[config.mk]
export PLATFORM = sky130hd
export DESIGN_NAME = imem_loader_flat
export DESIGN_NICKNAME = d
export VERILOG_FILES = /design/src/rtl/imem_loader_if.sv /design/src/rtl/imem_loader.sv /design/src/flat_wrapper.sv
export SDC_FILE = /design/constraint.sdc
export NUM_CORES = 1
export LEC_CHECK = 0
export CAP_MARGIN = 5
export CORE_MARGIN = 2
export CORE_UTILIZATION = 50
export CTS_BUF_LIST = sky130_fd_sc_hd__clkbuf_4 sky130_fd_sc_hd__clkbuf_8
export CTS_CLUSTER_SIZE = 14
export DETAILED_ROUTE_END_ITERATION = 10
export PLACE_DENSITY = 0.74
export SETUP_SLACK_MARGIN = 0.3
export SYNTH_ARGS = -nofsm -noshare
export SYNTH_HDL_FRONTEND = slang
export SYNTH_SLANG_ARGS = --single-unit
[constraint.sdc]
create_clock -name clk -period 2.4 [get_ports clk]
set_input_delay 0.48 -clock clk [delete_from_list [all_inputs] [get_ports clk]]
set_output_delay 0.48 -clock clk [all_outputs]
set_load 0.1 [all_outputs]
[src/rtl/imem_loader_if.sv]
// Boot-link stream and instruction-memory write port of imem_loader.
// master: the environment (boot link source, memory, core reset sink).
// slave : the loader itself.
interface imem_loader_if;
   logic        in_valid;
   logic [7:0]  in_byte;
   logic        in_ready;
   logic [15:0] im_addr;
   logic [15:0] im_data;
   logic        im_en;
   logic        im_wr;
   logic        cpu_rst_n;
   logic        done;
   logic        err;

   modport master (
      output in_valid, in_byte,
      input  in_ready, im_addr, im_data, im_en, im_wr, cpu_rst_n, done, err
   );

   modport slave (
      input  in_valid, in_byte,
      output in_ready, im_addr, im_data, im_en, im_wr, cpu_rst_n, done, err
   );
endinterface

[src/rtl/imem_loader.sv]
// imem_loader: boot-time instruction-memory writer.
// Receives a byte stream (header word N, then N data words, each high byte
// first), writes the words to BASE_ADDR + 2*i and holds the core in reset
// until the image is complete.
// Optional feature macro: IMEM_LOADER_CHECKSUM_EN adds a trailing checksum
// word (16-bit sum of all data words); a mismatch aborts the load.
module imem_loader #(
   parameter logic [15:0] BASE_ADDR = 16'h0000,
   parameter logic [15:0] MAX_WORDS = 16'd4096
) (
   input logic          clk,
   input logic          rst_n,
   imem_loader_if.slave bus
);

`ifdef IMEM_LOADER_CHECKSUM_EN
   typedef enum logic [3:0] {
      HDR_HI, HDR_LO, DAT_HI, DAT_LO, WRITE, CSUM_HI, CSUM_LO, DONE, ERROR
   } state_t;
`else
   typedef enum logic [3:0] {
      HDR_HI, HDR_LO, DAT_HI, DAT_LO, WRITE, DONE, ERROR
   } state_t;
`endif

   state_t      state;
   logic [7:0]  hi_byte;
   logic [15:0] word_cnt;
   logic [15:0] idx;
   logic [15:0] addr_q;
   logic [15:0] data_q;
   logic        wr_q;
   logic        cpu_rst_q;
   logic        done_q;
   logic        err_q;
   logic        ready;
   logic        accept;
   logic [15:0] rx_word;
`ifdef IMEM_LOADER_CHECKSUM_EN
   logic [15:0] sum;
`endif

   assign accept  = bus.in_valid & ready;
   assign rx_word = {hi_byte, bus.in_byte};

   // Byte acceptance is decoded straight from the registered state.
   always_comb begin
      ready = 1'b0;
      case (state)
         HDR_HI, HDR_LO, DAT_HI, DAT_LO: ready = 1'b1;
`ifdef IMEM_LOADER_CHECKSUM_EN
         CSUM_HI, CSUM_LO:               ready = 1'b1;
`endif
         default:                        ready = 1'b0;
      endcase
   end

   // Load FSM with registered memory-port and status outputs.
   always_ff @(posedge clk or negedge rst_n) begin
      if (!rst_n) begin
         state     <= HDR_HI;
         hi_byte   <= '0;
         word_cnt  <= '0;
         idx       <= '0;
         addr_q    <= BASE_ADDR;
         data_q    <= '0;
         wr_q      <= 1'b0;
         cpu_rst_q <= 1'b0;
         done_q    <= 1'b0;
         err_q     <= 1'b0;
`ifdef IMEM_LOADER_CHECKSUM_EN
         sum       <= '0;
`endif
      end else begin
         wr_q <= 1'b0;
         case (state)
            HDR_HI: if (accept) begin
               hi_byte <= bus.in_byte;
               state   <= HDR_LO;
            end
            HDR_LO: if (accept) begin
               if (rx_word > MAX_WORDS) begin
                  state <= ERROR;
                  err_q <= 1'b1;
               end else if (rx_word == '0) begin
`ifdef IMEM_LOADER_CHECKSUM_EN
                  state     <= CSUM_HI;
`else
                  state     <= DONE;
                  done_q    <= 1'b1;
                  cpu_rst_q <= 1'b1;
`endif
               end else begin
                  word_cnt <= rx_word;
                  state    <= DAT_HI;
               end
            end
            DAT_HI: if (accept) begin
               hi_byte <= bus.in_byte;
               state   <= DAT_LO;
            end
            DAT_LO: if (accept) begin
               data_q <= rx_word;
               addr_q <= BASE_ADDR + {idx[14:0], 1'b0};
               wr_q   <= 1'b1;
`ifdef IMEM_LOADER_CHECKSUM_EN
               sum    <= sum + rx_word;
`endif
               state  <= WRITE;
            end
            WRITE: begin
               idx <= idx + 16'd1;
               if (idx + 16'd1 == word_cnt) begin
`ifdef IMEM_LOADER_CHECKSUM_EN
                  state     <= CSUM_HI;
`else
                  state     <= DONE;
                  done_q    <= 1'b1;
                  cpu_rst_q <= 1'b1;
`endif
               end else begin
                  state <= DAT_HI;
               end
            end
`ifdef IMEM_LOADER_CHECKSUM_EN
            CSUM_HI: if (accept) begin
               hi_byte <= bus.in_byte;
               state   <= CSUM_LO;
            end
            CSUM_LO: if (accept) begin
               if (rx_word == sum) begin
                  state     <= DONE;
                  done_q    <= 1'b1;
                  cpu_rst_q <= 1'b1;
               end else begin
                  state <= ERROR;
                  err_q <= 1'b1;
               end
            end
`endif
            DONE:    state <= DONE;
            ERROR:   state <= ERROR;
            default: begin
               state <= ERROR;
               err_q <= 1'b1;
            end
         endcase
      end
   end

   assign bus.in_ready  = ready;
   assign bus.im_addr   = addr_q;
   assign bus.im_data   = data_q;
   assign bus.im_wr     = wr_q;
   assign bus.im_en     = wr_q;
   assign bus.cpu_rst_n = cpu_rst_q;
   assign bus.done      = done_q;
   assign bus.err       = err_q;

endmodule

[src/flat_wrapper.sv]
// flat-port wrapper written by rule: the top's interface ports become plain ports
module imem_loader_flat 
#(
   parameter logic [15:0] BASE_ADDR = 16'h0000,
   parameter logic [15:0] MAX_WORDS = 16'd4096
)
  (clk, rst_n, bus_in_valid, bus_in_byte, bus_in_ready, bus_im_addr, bus_im_data, bus_im_en, bus_im_wr, bus_cpu_rst_n, bus_done, bus_err);
  imem_loader_if bus_i ();
  input logic clk;
  input logic rst_n;
  input wire logic [$bits(bus_i.in_valid)-1:0] bus_in_valid;
  input wire logic [$bits(bus_i.in_byte)-1:0] bus_in_byte;
  output wire logic [$bits(bus_i.in_ready)-1:0] bus_in_ready;
  output wire logic [$bits(bus_i.im_addr)-1:0] bus_im_addr;
  output wire logic [$bits(bus_i.im_data)-1:0] bus_im_data;
  output wire logic [$bits(bus_i.im_en)-1:0] bus_im_en;
  output wire logic [$bits(bus_i.im_wr)-1:0] bus_im_wr;
  output wire logic [$bits(bus_i.cpu_rst_n)-1:0] bus_cpu_rst_n;
  output wire logic [$bits(bus_i.done)-1:0] bus_done;
  output wire logic [$bits(bus_i.err)-1:0] bus_err;
  assign bus_i.in_valid = bus_in_valid;
  assign bus_i.in_byte = bus_in_byte;
  assign bus_in_ready = bus_i.in_ready;
  assign bus_im_addr = bus_i.im_addr;
  assign bus_im_data = bus_i.im_data;
  assign bus_im_en = bus_i.im_en;
  assign bus_im_wr = bus_i.im_wr;
  assign bus_cpu_rst_n = bus_i.cpu_rst_n;
  assign bus_done = bus_i.done;
  assign bus_err = bus_i.err;
  imem_loader #(.BASE_ADDR(BASE_ADDR), .MAX_WORDS(MAX_WORDS)) u_core (.clk(clk), .rst_n(rst_n), .bus(bus_i));
endmodule
# == After elaboration in Yosys (flattened, before gate mapping) ==
# Index checks and enable logic that the tools add are counted.
# totals
register_bits,78
inputBits,11
output_inout_bits,38
word_cells,61
# classes
add_sub_neg,1
order_cmp,1
eq_ne,15
muxes,19
bitwise,4
n_reduce_logical,12
# ops
cell,n
4-bit case mux with 6 select lines,1
4-bit 2-to-1 mux,5
"16-bit by 1-bit adder with 16-bit output, second input constant",1
16-bit equality test,1
"16-bit by 13-bit > comparator with 1-bit output, second input constant",1
16-bit logical NOT,1
"2-bit by 1-bit != test with 1-bit output, second input constant",7
"4-bit by 3-bit equality test with 1-bit output, second input constant",3
1-bit 2-to-1 mux,9
"4-bit by 2-bit equality test with 1-bit output, second input constant",2
4-bit AND reduction,2
3-bit 2-to-1 mux,2
6-bit OR reduction,1
5-bit AND reduction,1
"4-bit by 1-bit equality test with 1-bit output, second input constant",1
4-bit logical NOT,1
1-bit case mux with 2 select lines,2
2-bit AND reduction,2
4-bit OR reduction,1
1-bit NOT,3
3-bit AND reduction,1
"2-bit != test, second input constant",1
2-bit nonzero test,1
2-bit OR reduction,1
1-bit bitwise AND,1

# == Logic depth before layout (Yosys ltp) ==
# depth
ltp_word,6
depth_mapped,8
mapped_depth_nobuf,7

# == Least setup slack after synthesis ==
# Ideal clock, no wire load.
# synth_path
kind,register to register
start,register u_core.state[2]
end,register u_core.word_cnt[0]
setup_time_ps,125
t_arrival_ps,2350
t_required_ps,2275
setup_slack_ps,-75
path_stages_with_launch,8
path_buffers,2
period_less_slack_ps,2475
path_cell_list,dfrtp_1 -> buf_2 -> inv_2 -> nand2_1 -> or3_1 -> nor3_2 -> buf_4 -> mux2_2
# synth_via
elab_chain_cells,5
word_cells_on_any_way,8
cone_classes,eq/ne: 3; mux: 1; bitwise: 1; reduce/logical: 3
# synth_rtl
item,line,source
start: declaration,imem_loader.sv:26,state_t state;
start signal: assignment,imem_loader.sv:61,state <= HDR_HI;
start signal: assignment,imem_loader.sv:79,state <= HDR_LO;
start signal: assignment,imem_loader.sv:83,state <= ERROR;
4-bit by 1-bit equality test with 1-bit output (tied with other cells),imem_loader.sv:49,case (state)
4-bit OR reduction (*),imem_loader.sv:49,
1-bit 2-to-1 mux (*),imem_loader.sv:49,
net bus_in_ready,flat_wrapper.sv:13,output wire logic [$bits(bus_i.in_ready)-1:0] bus_in_ready;
1-bit bitwise AND (*),imem_loader.sv:43,assign accept = bus.in_valid & ready;
4-bit AND reduction (no line) (*),--,
end signal: assignment,imem_loader.sv:94,word_cnt <= rx_word;
end: declaration,imem_loader.sv:28,logic [15:0] word_cnt;
# Mark *: on every way through the listed nets, which the timed path passes. The rest lies on a longest branch.
# A chain may end at the register's enable or synchronous reset.

# == Worst setup path after layout ==
# layout_path
start,register u_core.idx[1]
end,register u_core.state[1]
# layout_via
elab_chain_cells,4
# layout_rtl
item,line,source
start: declaration,imem_loader.sv:29,logic [15:0] idx;
start signal: assignment,imem_loader.sv:112,idx <= idx + 16'd1;
16-bit by 1-bit adder with 16-bit output,imem_loader.sv:113,if (idx + 16'd1 == word_cnt) begin
16-bit equality test,imem_loader.sv:113,
3-bit 2-to-1 mux,imem_loader.sv:113,
4-bit case mux with 6 select lines,imem_loader.sv:76,case (state)
end signal: assignment,imem_loader.sv:79,
end signal: assignment,imem_loader.sv:83,
end signal: assignment,imem_loader.sv:117,state <= DONE;
# No other way between the ends.

==> summary.txt <==
Critical path
  – CP cell instances: ha_4 -> xor2_1 -> or4b_4 -> a221oi_4 -> nand4_1 -> o31a_1
  – RR Startpoint: u_core.idx[1]
  – Crit-path max cell delay: 550 ps
  – CP Launch Point: u_core.idx[1]
  – Setup crit end: u_core.state[1]
  – R2R Setup Slk: 100 ps
  – Worst path slowest cell: or4b_4
  – Worst Reg2Reg Path Length in Cells: 6
  – Critical path startpoint category: flip-flop
  – Crit Path Max Fanout: 3
  – Data arrival, critical path: 2550 ps
  – Kind of critical path: reg -> reg
  – CP Capture Type: flip-flop
  – Crit Reg-Reg Endpoint: u_core.state[1]
  – CP required: 2650 ps

Route
  – Drt total wl: 8.52 mm
  – Initial drt markers: 235
  – Detail Route Antenna Nets: 0
  – Avg WL per Cell: 16.0 um
  – Vias: 2812
  – Via-per-instance ratio: 5.28
  – Remaining DRCs: 0
  – First-pass DRT Iterations: 4

STA
  – Setup slack after layout: 101 ps
  – Fmax achieved: 435 MHz
  – Hold Violations, Final: 0
  – Clk_skew: 7.55 ps
  – Final setup violation count: 0
  – Tcrit/Tclk final: 95.8%
  – RSZ-0062 raised after global routing: yes
  – Max Slew Vio Count: 0
  – Final Critical Period: 2300 ps

Power and ir drop
  – Gate power share: 4.2%
  – Clock power frac: 43.5%
  – Sequential share of power: 52.3%
  – Tot Pwr: 2.51 mW
  – Pleak: 2.38 nW
  – Sw Ratio: 23.0%
  – P per Cell Area: 539 nW/um2
  – Int Power: 1.93 mW
  – Sw power: 578 uW
  – VDD IR-drop max: 0.000419 V

Yosys
  – Synth async-reset ratio: 100%
  – Yosys top cell area share: 52.7%
  – Post-synth top flop: dfrtp_1
  – Synth area leaders: dfrtp_1, nand2_1, mux2_2
  – Post-synth EDFFs: 0
  – Synth cell count leaders: nand2_1, dfrtp_1, xnor2_1, mux2_2
  – Synth cell types: 53
  – Syn. warnings: 0
  – Syn Area/Cell: 10.1 um2
  – Mapped Area: 3660 um2
  – Most frequent cell after synthesis: nand2_1
  – Syn_nets: 374
  – Post-synth top area cell: dfrtp_1
  – Sequential element share of the synthesized area: 52.7%
  – Flops & latches, synth: 77
  – Post-Syn Instances: 362

Global routing
  – Tot GR Track Use: 23.4%
  – Initial antenna violation count: 0
  – First-pass GRT wire length: 13.9 mm
  – Largest net degree at the start of global routing: 78
  – Vias in the first global route: 2741
  – Remaining global-route overflow: 0

CTS
  – Bufs on Longest Clock Path: 2
  – CTS Buf Count: 9
  – Clock-pin slew on the worst setup and hold paths: 80 ps
  – CTS tree: yes
  – Clock Latency Late Sink: 360 ps
  – Root Buffer: clkbuf_8
  – H-tree Lvls: 3
  – Clock sink count: 77

Floorplan
  – Die H: 89.5 um
  – Core area: 7180 um2
  – Initial Utilization: 51.0%
  – Chip Width: 89.5 um
  – Rows: 31
  – I/O pins: 49
  – Die area: 8010 um2

Placement
  – Area after DPL: 4250 um2
  – Buffers on Ports: 47
  – Setup WS pre-CTS: -53.5 ps
  – HPWL after detailed placement: 5.84 mm
  – Final RePlAce weighted congestion: 0.872

Cells and area
  – Area delta synth->final: 27.5%
  – Number of inserted diodes: 0
  – Final net count: 441
  – Post-route cell area: 4660 um2
  – Layout cells sized above 1: 30.2%
  – Final core occ: 65.0%
  – Fillers: 562

Outcome
  – Status: completed

Min path
  – Worst Hold Class: in -> async

Job
  – Max Cap Viol: 0
[through the flow]
stage / setup TNS (ps) / hold slack, ps / instances
floorplan: 0 / 184 / 362
finish: 0 / 134 / 533
detailed placement: -631 / 463 / 509
global route: 0 / 158 / 533
global placement: -190 / 459 / 509
CTS: 0 / 144 / 529
[timing repair]
item,CTS,global route
cloned,0,1
pin swaps,5,10
hold buffers,0,0
gates resized for setup,5,24
hold endpoints to repair,0,0
buffers inserted,4,3
setup endpoints to repair,4,17
[cells by family (layout without fill, tap and decap cells)]
family	count (synthesis)	count (layout)	synth area share [%]
AOI/OAI and AO/OA	25	25	4.93
and+or+nand+nor	172	172	21.9
buffers and inverters	27	99	4.00
DFF	77	77	52.7
adders and majority gates	1	1	0.342
other	1	1	0.103
muxes	22	22	6.78
xor gates and xnor gates	37	37	9.27
[power by group through the flow]
| stage | clock [mW] | sequential [mW] | combinational [mW] |
|---|---|---|---|
| after global placement | 0 | 1.34 | 0.0982 |
| final | 1.09 | 1.31 | 0.105 |
| after global routing | 1.17 | 1.32 | 0.115 |
| after CTS | 1.12 | 1.31 | 0.0995 |
| after floorplan | 0 | 1.34 | 0.0269 |
| after detailed placement | 0 | 1.34 | 0.0995 |
[critical path, delay by kind of cell (launching register included)]
family	cells	cell delay, ps
simple gates	2	830
compound gates	2	520
flops	1	420
fa+ha+maj	1	260
xor+xnor	1	160
[worst min-delay path by stage]
stage                                     start                     end  slack, ps  depth (start not counted)
after CTS                                 rst_n  u_core.bus.im_addr[13]        140                          2
after floorplan                           rst_n    u_core.bus.cpu_rst_n        180                          0
after global routing                      rst_n       u_core.hi_byte[7]        160                          2
after detailed placement  u_core.bus.im_addr[6]   u_core.bus.im_addr[6]        460                          2
after global placement           u_core.bus.err          u_core.bus.err        460                          1
final                                     rst_n        u_core.bus.im_en        130                          2
[routing by layer]
| layer | routed length (um) | global-route usage [%] |
|---|---|---|
| met1 | 3710 | 32.0 |
| met2 | 4200 | 36.3 |
| met3 | 439 | 4.99 |
| met4 | 172 | 9.77 |
| met5 | 0 | 0 |
[cells in the final DEF, fill, tap and decap left out, types with 4 or more instances in the layout]
cell type       synthesis  layout
o21ai_0                 6       4
xnor2_1                23      22
or3_1                   8       7
xor2_1                 13      13
inv_1                   4       4
dfrtp_2                 0       4
clkbuf_8                1       9
nor3_1                  6       6
dfrtp_1                77      73
nand4_1                 6       6
buf_4                   5      66
dlymetal6s2s_1          0       7
nor2b_1                 4       4
nand3_1                13      12
nor2_1                 12      12
mux2_2                 22      17
nand2_1               102     102
mux2_4                  0       5
[sequential cells by signal, summed over array words and instances, names as in the netlist]
register / flops
u_core.word_cnt: 16
u_core.bus.im_data: 16
u_core.bus.im_addr: 15
u_core.bus.cpu_rst_n: 1
u_core.idx: 16
u_core.bus.err: 1
u_core.state: 3
u_core.bus.im_en: 1
u_core.hi_byte: 8
[area by class of cell]
class | count | area, um2 | share of cell area (%)
Timing Repair Buffer | 78 | 668 | 14.3
Tap cell | 99 | 124 | 2.66
Multi-Input combinational cell | 258 | 1690 | 36.3
Clock buffer | 9 | 124 | 2.66
Clock inverter | 7 | 97.6 | 2.09
Sequential cell | 77 | 1930 | 41.4
Inverter | 5 | 26.3 | 0.564
Note: power is estimated with default switching activity, not from simulation.
